File: config.mk
export PLATFORM = sky130hd
export DESIGN_NAME = mm_job_arbiter
export DESIGN_NICKNAME = d
export VERILOG_FILES = /design/src/rtl/mm_job_arbiter.sv
export SDC_FILE = /design/constraint.sdc
export NUM_CORES = 1
export LEC_CHECK = 0
export ABC_AREA = 1
export ABC_CLOCK_PERIOD_IN_PS = 2200
export BUFFER_PORTS_ARGS = -buffer_cell sky130_fd_sc_hd__clkbuf_2
export CORE_AREA = 2 2 396 398
export CTS_CLUSTER_DIAMETER = 120
export DETAILED_ROUTE_END_ITERATION = 12
export DIE_AREA = 0 0 398 400
export GPL_ROUTABILITY_DRIVEN = 1
export GPL_TIMING_DRIVEN = 0
export PLACE_DENSITY = 0.3
export SLEW_MARGIN = 20
export SYNTH_ARGS = -nofsm -noshare
export SYNTH_HDL_FRONTEND = slang
export SYNTH_SLANG_ARGS = --single-unit
export TNS_END_PERCENT = 5
File: constraint.sdc
create_clock -name clk -period 2.2 [get_ports clk]
set_input_delay 0.11 -clock clk [delete_from_list [all_inputs] [get_ports clk]]
set_output_delay 0.11 -clock clk [all_outputs]
set_load 0.01 [all_outputs]
File: src/rtl/mm_job_arbiter.sv
// Round-robin arbiter sharing one 3x3 matrix-multiply engine among NREQ requesters.
// Latency: gnt/eng_start one cycle after req is sampled in IDLE; response one cycle after eng_done or TIMEOUT WAIT cycles.
// Backpressure: response held until rsp_ready; no new grant until the response is accepted and IDLE is re-entered.
module mm_job_arbiter #(
    parameter int NREQ    = 4,
    parameter int ID_W    = 2,
    parameter int TIMEOUT = 64,
    parameter int CNT_W   = 8
) (
    input  logic                 clk,
    input  logic                 rst,
    input  logic [NREQ-1:0]      req,
    input  logic [NREQ*72-1:0]   a_in,
    input  logic [NREQ*72-1:0]   b_in,
    output logic [NREQ-1:0]      gnt,
    output logic                 eng_start,
    output logic [71:0]          eng_a,
    output logic [71:0]          eng_b,
    input  logic                 eng_done,
    input  logic [143:0]         eng_c,
    output logic                 rsp_valid,
    input  logic                 rsp_ready,
    output logic [ID_W-1:0]      rsp_id,
    output logic [143:0]         rsp_c,
    output logic                 rsp_err,
    output logic                 busy
);
    localparam logic [1:0] S_IDLE = 2'd0;
    localparam logic [1:0] S_WAIT = 2'd1;
    localparam logic [1:0] S_RESP = 2'd2;

    localparam logic [CNT_W-1:0] CNT_LAST = CNT_W'(TIMEOUT - 1);
    localparam logic [ID_W-1:0]  LAST_ID  = ID_W'(NREQ - 1);
    localparam logic [NREQ-1:0]  GNT_ONE  = {{(NREQ-1){1'b0}}, 1'b1};

    logic [1:0]       state;
    logic [ID_W-1:0]  ptr;
    logic [ID_W-1:0]  owner;
    logic [CNT_W-1:0] cnt;

    logic             hi_vld;
    logic [ID_W-1:0]  hi_id;
    logic [ID_W-1:0]  lo_id;
    logic [ID_W-1:0]  win_id;
    logic [71:0]      win_a;
    logic [71:0]      win_b;

    // Round-robin pick: lowest requester at or above the pointer, else wrap to the lowest requester overall.
    always_comb begin
        hi_vld = 1'b0;
        hi_id  = '0;
        lo_id  = '0;
        for (int i = NREQ - 1; i >= 0; i--) begin
            if (req[i]) begin
                lo_id = ID_W'(i);
                if (ID_W'(i) >= ptr) begin
                    hi_vld = 1'b1;
                    hi_id  = ID_W'(i);
                end
            end
        end
        win_id = hi_vld ? hi_id : lo_id;
    end

    // Select the winning requester's operand slices.
    always_comb begin
        win_a = '0;
        win_b = '0;
        for (int i = 0; i < NREQ; i++) begin
            if (win_id == ID_W'(i)) begin
                win_a = a_in[i*72 +: 72];
                win_b = b_in[i*72 +: 72];
            end
        end
    end

    // Job sequencing: grant and capture in IDLE, wait for done or timeout, hold the response until accepted.
    always_ff @(posedge clk) begin
        if (rst) begin
            state     <= S_IDLE;
            ptr       <= '0;
            owner     <= '0;
            cnt       <= '0;
            gnt       <= '0;
            eng_start <= 1'b0;
            eng_a     <= '0;
            eng_b     <= '0;
            rsp_valid <= 1'b0;
            rsp_id    <= '0;
            rsp_c     <= '0;
            rsp_err   <= 1'b0;
            busy      <= 1'b0;
        end else begin
            gnt       <= '0;
            eng_start <= 1'b0;
            case (state)
                S_IDLE: begin
                    if (|req) begin
                        gnt       <= GNT_ONE << win_id;
                        eng_start <= 1'b1;
                        eng_a     <= win_a;
                        eng_b     <= win_b;
                        owner     <= win_id;
                        cnt       <= '0;
                        busy      <= 1'b1;
                        state     <= S_WAIT;
                    end
                end
                S_WAIT: begin
                    // Done has priority over the timeout on the same edge.
                    if (eng_done) begin
                        rsp_c     <= eng_c;
                        rsp_err   <= 1'b0;
                        rsp_id    <= owner;
                        rsp_valid <= 1'b1;
                        state     <= S_RESP;
                    end else if (cnt == CNT_LAST) begin
                        rsp_c     <= '0;
                        rsp_err   <= 1'b1;
                        rsp_id    <= owner;
                        rsp_valid <= 1'b1;
                        state     <= S_RESP;
                    end else begin
                        cnt <= cnt + CNT_W'(1);
                    end
                end
                S_RESP: begin
                    if (rsp_ready) begin
                        rsp_valid <= 1'b0;
                        rsp_err   <= 1'b0;
                        ptr       <= (owner == LAST_ID) ? '0 : owner + ID_W'(1);
                        busy      <= 1'b0;
                        state     <= S_IDLE;
                    end
                end
                default: state <= S_IDLE;
            endcase
        end
    end
endmodule

* Word level (Yosys, flattened, before mapping)
Cells that the tools add are included.
** Storage, ports and cells
- Input port bits :: 728
- Output and inout bits :: 298
- Register bits after elaboration :: 312
- Word-level logic and storage cells :: 102
** Cells by class
- Mux-type cells :: 52
- $add $sub $neg :: 2
- Bitwise operators :: 2
- Reductions and logical operators :: 16
- $lt $le $gt $ge :: 4
- Shift-type cells :: 1
- Equality and inequality tests :: 12
** Operators by type and width (count)
- $mux 72 :: 8
- $mux 144 :: 2
- $mux 2 :: 20
- $mux 8 :: 3
- $pmux 8 s2 :: 1
- $mux 1 :: 14
- $reduce_and 3->1 :: 3
- $add 8x1->8 const B :: 1
- $eq 2x2->1 const B :: 4
- $eq 8x6->1 const B :: 1
- $ne 2x2->1 const B :: 4
- $reduce_bool 2->1 :: 4
- $pmux 1 s2 :: 3
- $pmux 2 s3 :: 1
- $reduce_and 2->1 :: 3
- $eq 2x1->1 const B :: 2
- $ge 1x2->1 const A :: 2
- $ge 2x2->1 const A :: 2
- $logic_not 2->1 :: 2
- $reduce_and 4->1 :: 1
- $reduce_or 4->1 :: 1
- $shl 1x2->4 const A :: 1
- $ne 3x3->1 const B :: 1
- $reduce_or 3->1 :: 1
- 3 further kinds :: 4

* Longest topological paths before layout
- Depth after elaboration :: 15
- Depth in mapped cells :: 13

* Least setup slack after synthesis
OpenSTA, ideal clock, no wires.
- Path kind :: reg-to-reg
- Start point :: register cnt[0]
- End point :: register rsp_c[100]
- Stages on the path, launching flop included :: 11
- Arrival :: 1.575 ns
- Slack :: 0.493 ns
- Clock period less this slack :: 1.707 ns
- Buffers on the path :: 2
- Path through :: dfxtp_1 > ha_1 > nand3_1 > nor2_1 > nand4_1 > o21ai_2 > inv_2 > clkbuf_1 > buf_2 > nand2_1 > a21oi_1
** On the way
- Longest elaborated chain between the ends :: 3
** Ends and longest elaborated chain
- from (decl) :: line 39 : logic [CNT_W-1:0] cnt;
- from (signal assigned) :: line 124 : cnt <= cnt + CNT_W'(1);
- $eq 8x6->1 :: line 117 : end else if (cnt == CNT_LAST) begin
- $reduce_bool 2->1 (no source line)
- $reduce_and 2->1 (no source line)
- to (signal assigned) :: line 112 : rsp_c <= eng_c;
- to (decl) :: line 24 : output logic [143:0] rsp_c,
Every way passes these cells.
A chain may end at the register's enable or synchronous reset.

* Final worst setup path
- Start point :: register ptr[1]
- End point :: register eng_a[44]
** On the way
- Longest elaborated chain between the ends :: 15
- Elaborated cells on any way between the ends :: 29
** Ends and longest elaborated chain
- from (decl) :: line 37 : logic [ID_W-1:0] ptr;
- from (signal assigned) :: line 131 : ptr <= (owner == LAST_ID) ? '0 : owner + ID_W'(1);
- $ge 2x2->1 :: line 56 : if (ID_W'(i) >= ptr) begin
- $mux 2 or $mux 1 (tied branches) :: line 56
- $mux 2 or $mux 1 (tied branches) :: line 54 : if (req[i]) begin
- $mux 2 or $mux 1 (tied branches) :: line 56
- $mux 2 or $mux 1 (tied branches) :: line 54
- $mux 2 or $mux 1 (tied branches) :: line 56
- $mux 2 or $mux 1 (tied branches) :: line 54
- $mux 2 or $mux 1 (tied branches) :: line 56
- $mux 2 or $mux 1 (tied branches) :: line 54
- $mux 2 * :: line 62 : win_id = hi_vld ? hi_id : lo_id;
- $logic_not 2->1 :: line 70 : if (win_id == ID_W'(i)) begin
- $mux 72 (3 in series) :: line 70
- $mux 72 * :: line 70
- to (signal assigned) :: line 101 : eng_a <= win_a;
- to (decl) :: line 17 : output logic [71:0] eng_a,
Mark *: on every way between the ends. The rest lies on a longest branch, timed or not.

==> flow_metrics.env <==
export IMPL_status="finished with violations"
export IMPL_violations="hold timing, setup timing"
export IMPL_reg2reg_slack_ns=-0.06
export IMPL_synth_area_top_cells="dfxtp_1 39%, nand2_1 21%, nand3_1 9.3%, o21ai_0 6.3%, a21oi_1 5.7%"
export IMPL_clk_path_buf_depth=3
export IMPL_pre_cts_ws_ns=-1.66
export IMPL_overflow=0
export IMPL_grt_first_pass_wirelength_um=184000
export IMPL_crit_path_max_incr_delay_ns=0.36
export IMPL_multi_input_area_um2=8420
export IMPL_crit_start="ptr[1]"
export IMPL_clkTransAtPathRegs_ns=0.06
export IMPL_timing_final_crit_period_ns=2.26
export IMPL_slowest_stage="dfxtp_4"
export IMPL_wl_per_cell_um=21.4
export IMPL_ys_types=29
export IMPL_antenna_found_initial=34
export IMPL_cp_cell_sequence="nor2_2, a21oi_4, buf_12, nand2_8, buf_4, clkbuf_2, nand4_1, nand3_1, nand2_1, nand2_2, nand2_1"
export IMPL_finalMaxSlewViolations=0
export IMPL_layout_worst_path_cycle_share=1.03
export IMPL_grt_usage=0.164
export IMPL_grt_max_degree=14
export IMPL_yosysTopAreaCell="dfxtp_1"
export IMPL_vdd_drop_max_v=0.000494
export IMPL_via_per_inst=3.77
export IMPL_whs_ns=-0.00764
export IMPL_grt_setup_unrepaired="yes"
export IMPL_root_buffer="clkbuf_16"
export IMPL_first_iter_violations=1441
export IMPL_leakagePower_nw=16.5
export IMPL_routed_wl_um=137000
export IMPL_worstMarginPinSlew_ns=0.881
export IMPL_via_count=24200
export IMPL_cts_buffers=48
export IMPL_crit_top_cell="nand2_1"
export IMPL_yosysSeqAreaShare=0.394
export IMPL_fp_dieW_um=398
export IMPL_final_nets=5040
export IMPL_drtPass1Iterations=5
export IMPL_synthArstFlopShare=0
export IMPL_setup_viol=2
export IMPL_htreeDepth=2
export IMPL_setup_ws_ns=-0.0633
export IMPL_critPathLaunchType="flop"
export IMPL_fmax_mhz=442
export IMPL_critical_path_class="reg2reg"
export IMPL_r2r_end="eng_a[44]"
export IMPL_register_area_um2=6250
export IMPL_grt_pass1_vias=24800
export IMPL_yosys_warnings=0
export IMPL_place_hpwl_um=112000
export IMPL_clkSinkCount=312
export IMPL_synth_top_cell_area_share=0.394
export IMPL_layout_drive_gt1_share=0.320
export IMPL_endpoint="eng_a[44]"
export IMPL_die_h_um=400
export IMPL_numPortBuffers=1024
export IMPL_crit_required_ns=2.71
export IMPL_gp_congestion=0.890
export IMPL_die_area_um2=159000
export IMPL_finalHoldViolCount=1
export IMPL_worstReg2RegStart="ptr[1]"
export IMPL_insertion_delay_ns=0.62
export IMPL_postRouteAntennaNets=0
export IMPL_io_pin_count=1026
export IMPL_clock_skew_final_ns=0.0149
export IMPL_syn_area_um2=15900
export IMPL_drc=0
export IMPL_synthFlopType="dfxtp_1"
export IMPL_synth_avg_cell_area_um2=6.31
export IMPL_yosys_register_bits=312
export IMPL_cts_tree="done"
export IMPL_synth_fp_nets=3241
export IMPL_num_rows=145
export IMPL_core_region_area_um2=155000
export IMPL_critPathCaptureType="flop"
export IMPL_fillers=17700
export IMPL_slew_headroom=0.412
export IMPL_arrival_ns=2.77
export IMPL_rr_worst_depth=11
export IMPL_synth_enable_flop_cells=0
export IMPL_initial_core_util=0.102
export IMPL_synthToLayoutAreaGrowth_pct=112
export IMPL_max_cap_viol_count=0
export IMPL_syn_inst=2511
export IMPL_crit_fanout=10
export IMPL_hp_class="in2reg"
export IMPL_powerDensity_nw_per_um2=620
==> logic make-up (layout without fill, tap and decap cells) <==
kind of cell | Yosys count | in the layout | share of synthesized area
and+or+nand+nor | 1355 | 1355 | 0.365
buffers and inverters | 428 | 2267 | 0.106
AOI/OAI and AO/OA | 413 | 413 | 0.132
DFF | 312 | 312 | 0.394
adders and majority gates | 2 | 2 | 0.00158
xor gates and xnor gates | 1 | 1 | 0.000553
other | 0 | 17 | 0
==> cell usage after synthesis (9+ instances only) <==
cell and n:
nand2_1 892, dfxtp_1 312, nand3_1 294, inv_1 233, o21ai_0 198, a21oi_1 179, clkbuf_1 127, nand4_1 94
buf_2 54, nor2_1 50, o21ai_1 30, nand3b_1 13, buf_1 9
==> worst min-delay path by stage <==
stage | startpoint | to | slack, ns | cells after the start
detailed placement | b_in[237] | eng_b[21] | 0.33 | 3
CTS | a_in[12] | eng_a[12] | -0.17 | 5
floorplan | b_in[232] | eng_b[16] | 0.24 | 2
global route | b_in[87] | eng_b[15] | 0.02 | 5
finish | b_in[87] | eng_b[15] | -0.008 | 5
global placement | b_in[239] | eng_b[23] | 0.33 | 3
==> repair_timing <==
action,in CTS,in global routing
hold buffers,695,4
gates cloned,0,1
resized for setup,267,99
hold endpoints to repair,293,1
pin swaps,13,19
buffers inserted,22,5
endpoints found under the setup margin,300,246
==> sequential cells by signal, indices dropped and copies added, names as in the netlist <==
| register | count |
|---|---|
| rsp_c | 144 |
| eng_a | 72 |
| eng_b | 72 |
| cnt | 8 |
| gnt | 4 |
| owner | 2 |
| ptr | 2 |
| rsp_id | 2 |
| state | 2 |
| busy | 1 |
| eng_start | 1 |
| rsp_err | 1 |
| rsp_valid | 1 |
==> through the flow <==
stage	TNS (ns)	util	area [µm²]	total power [mW]	instances
2_1_floorplan	0	-	15900	8.53	2511
3_3_place_gp	-258.24	0.152	23600	11.5	5593
3_5_place_dp	-213.25	0.152	23600	11.5	5596
4_1_cts	-2.28	0.214	33200	21.2	6400
5_1_grt	-2.56	0.216	33500	21.9	6419
6_report	-0.0712	0.216	33500	20.8	6425
==> power by group <==
part           internal [mW]  total, mW  switching (mW)  leakage (nW)
logic                   2.61       6.31            3.70          13.2
registers               6.16       6.42           0.265          2.56
clock network           4.78       8.05            3.27         0.810
total                   13.6       20.8            7.23          16.5
==> layout make-up <==
cell class                 count  area share
clock inverter                20     0.00604
clock buffer                  70      0.0428
timing repair buffer        1752       0.372
tap                         2058      0.0768
sequential                   312       0.186
buffer                       189      0.0372
multi-input combinational   1771       0.251
antenna                       17     0.00127
inverter                     236      0.0268
==> routing by layer <==
| metal | wire, µm | vias up | global-route usage |
|---|---|---|---|
| met3 | 8890 | 205 | 0.0356 |
| met2 | 64200 | 995 | 0.273 |
| li1 | - | 11800 | - |
| met1 | 58200 | 11200 | 0.203 |
| met5 | 50 | - | 0 |
| met4 | 6090 | 8 | 0.0708 |
==> cell usage in the layout (no fill, tap or decap), types with 3 or more instances in the layout <==
| cell | synthesis | layout |
|---|---|---|
| nor2_1 | 50 | 45 |
| nand4_1 | 94 | 94 |
| buf_6 | 1 | 8 |
| clkinv_2 | 0 | 11 |
| inv_1 | 233 | 231 |
| nand3_2 | 2 | 12 |
| clkbuf_1 | 127 | 53 |
| nand3_4 | 0 | 6 |
| a21oi_4 | 1 | 4 |
| buf_12 | 0 | 15 |
| dfxtp_1 | 312 | 309 |
| o21ai_2 | 1 | 7 |
| nand2_2 | 3 | 50 |
| o21ai_4 | 0 | 5 |
| nand2_8 | 0 | 3 |
| clkinvlp_4 | 0 | 3 |
| buf_2 | 54 | 33 |
| nand3b_1 | 13 | 13 |
| clkbuf_4 | 0 | 16 |
| nand3_1 | 294 | 278 |
| dlygate4sd3_1 | 0 | 699 |
| buf_4 | 1 | 36 |
| nor2_2 | 2 | 5 |
| diode_2 | 0 | 17 |
| nor2_4 | 2 | 4 |
| clkbuf_2 | 0 | 1072 |
| nand2_1 | 892 | 833 |
| clkbuf_16 | 0 | 50 |
| o21ai_0 | 198 | 180 |
| nand2_4 | 1 | 10 |
| buf_8 | 0 | 6 |
| o21ai_1 | 30 | 37 |
| clkbuf_8 | 0 | 21 |
| inv_6 | 0 | 5 |
| a21oi_1 | 179 | 175 |
==> worst max-delay path: cells and delay by family (launching register included) <==
kind                   cells  cell delay [ns]
and+or+nand+nor            7             1.09
buffers and inverters      3             0.57
DFF                        1             0.36
AOI/OAI and AO/OA          1             0.10
Power figures use the tool's default switching activity.
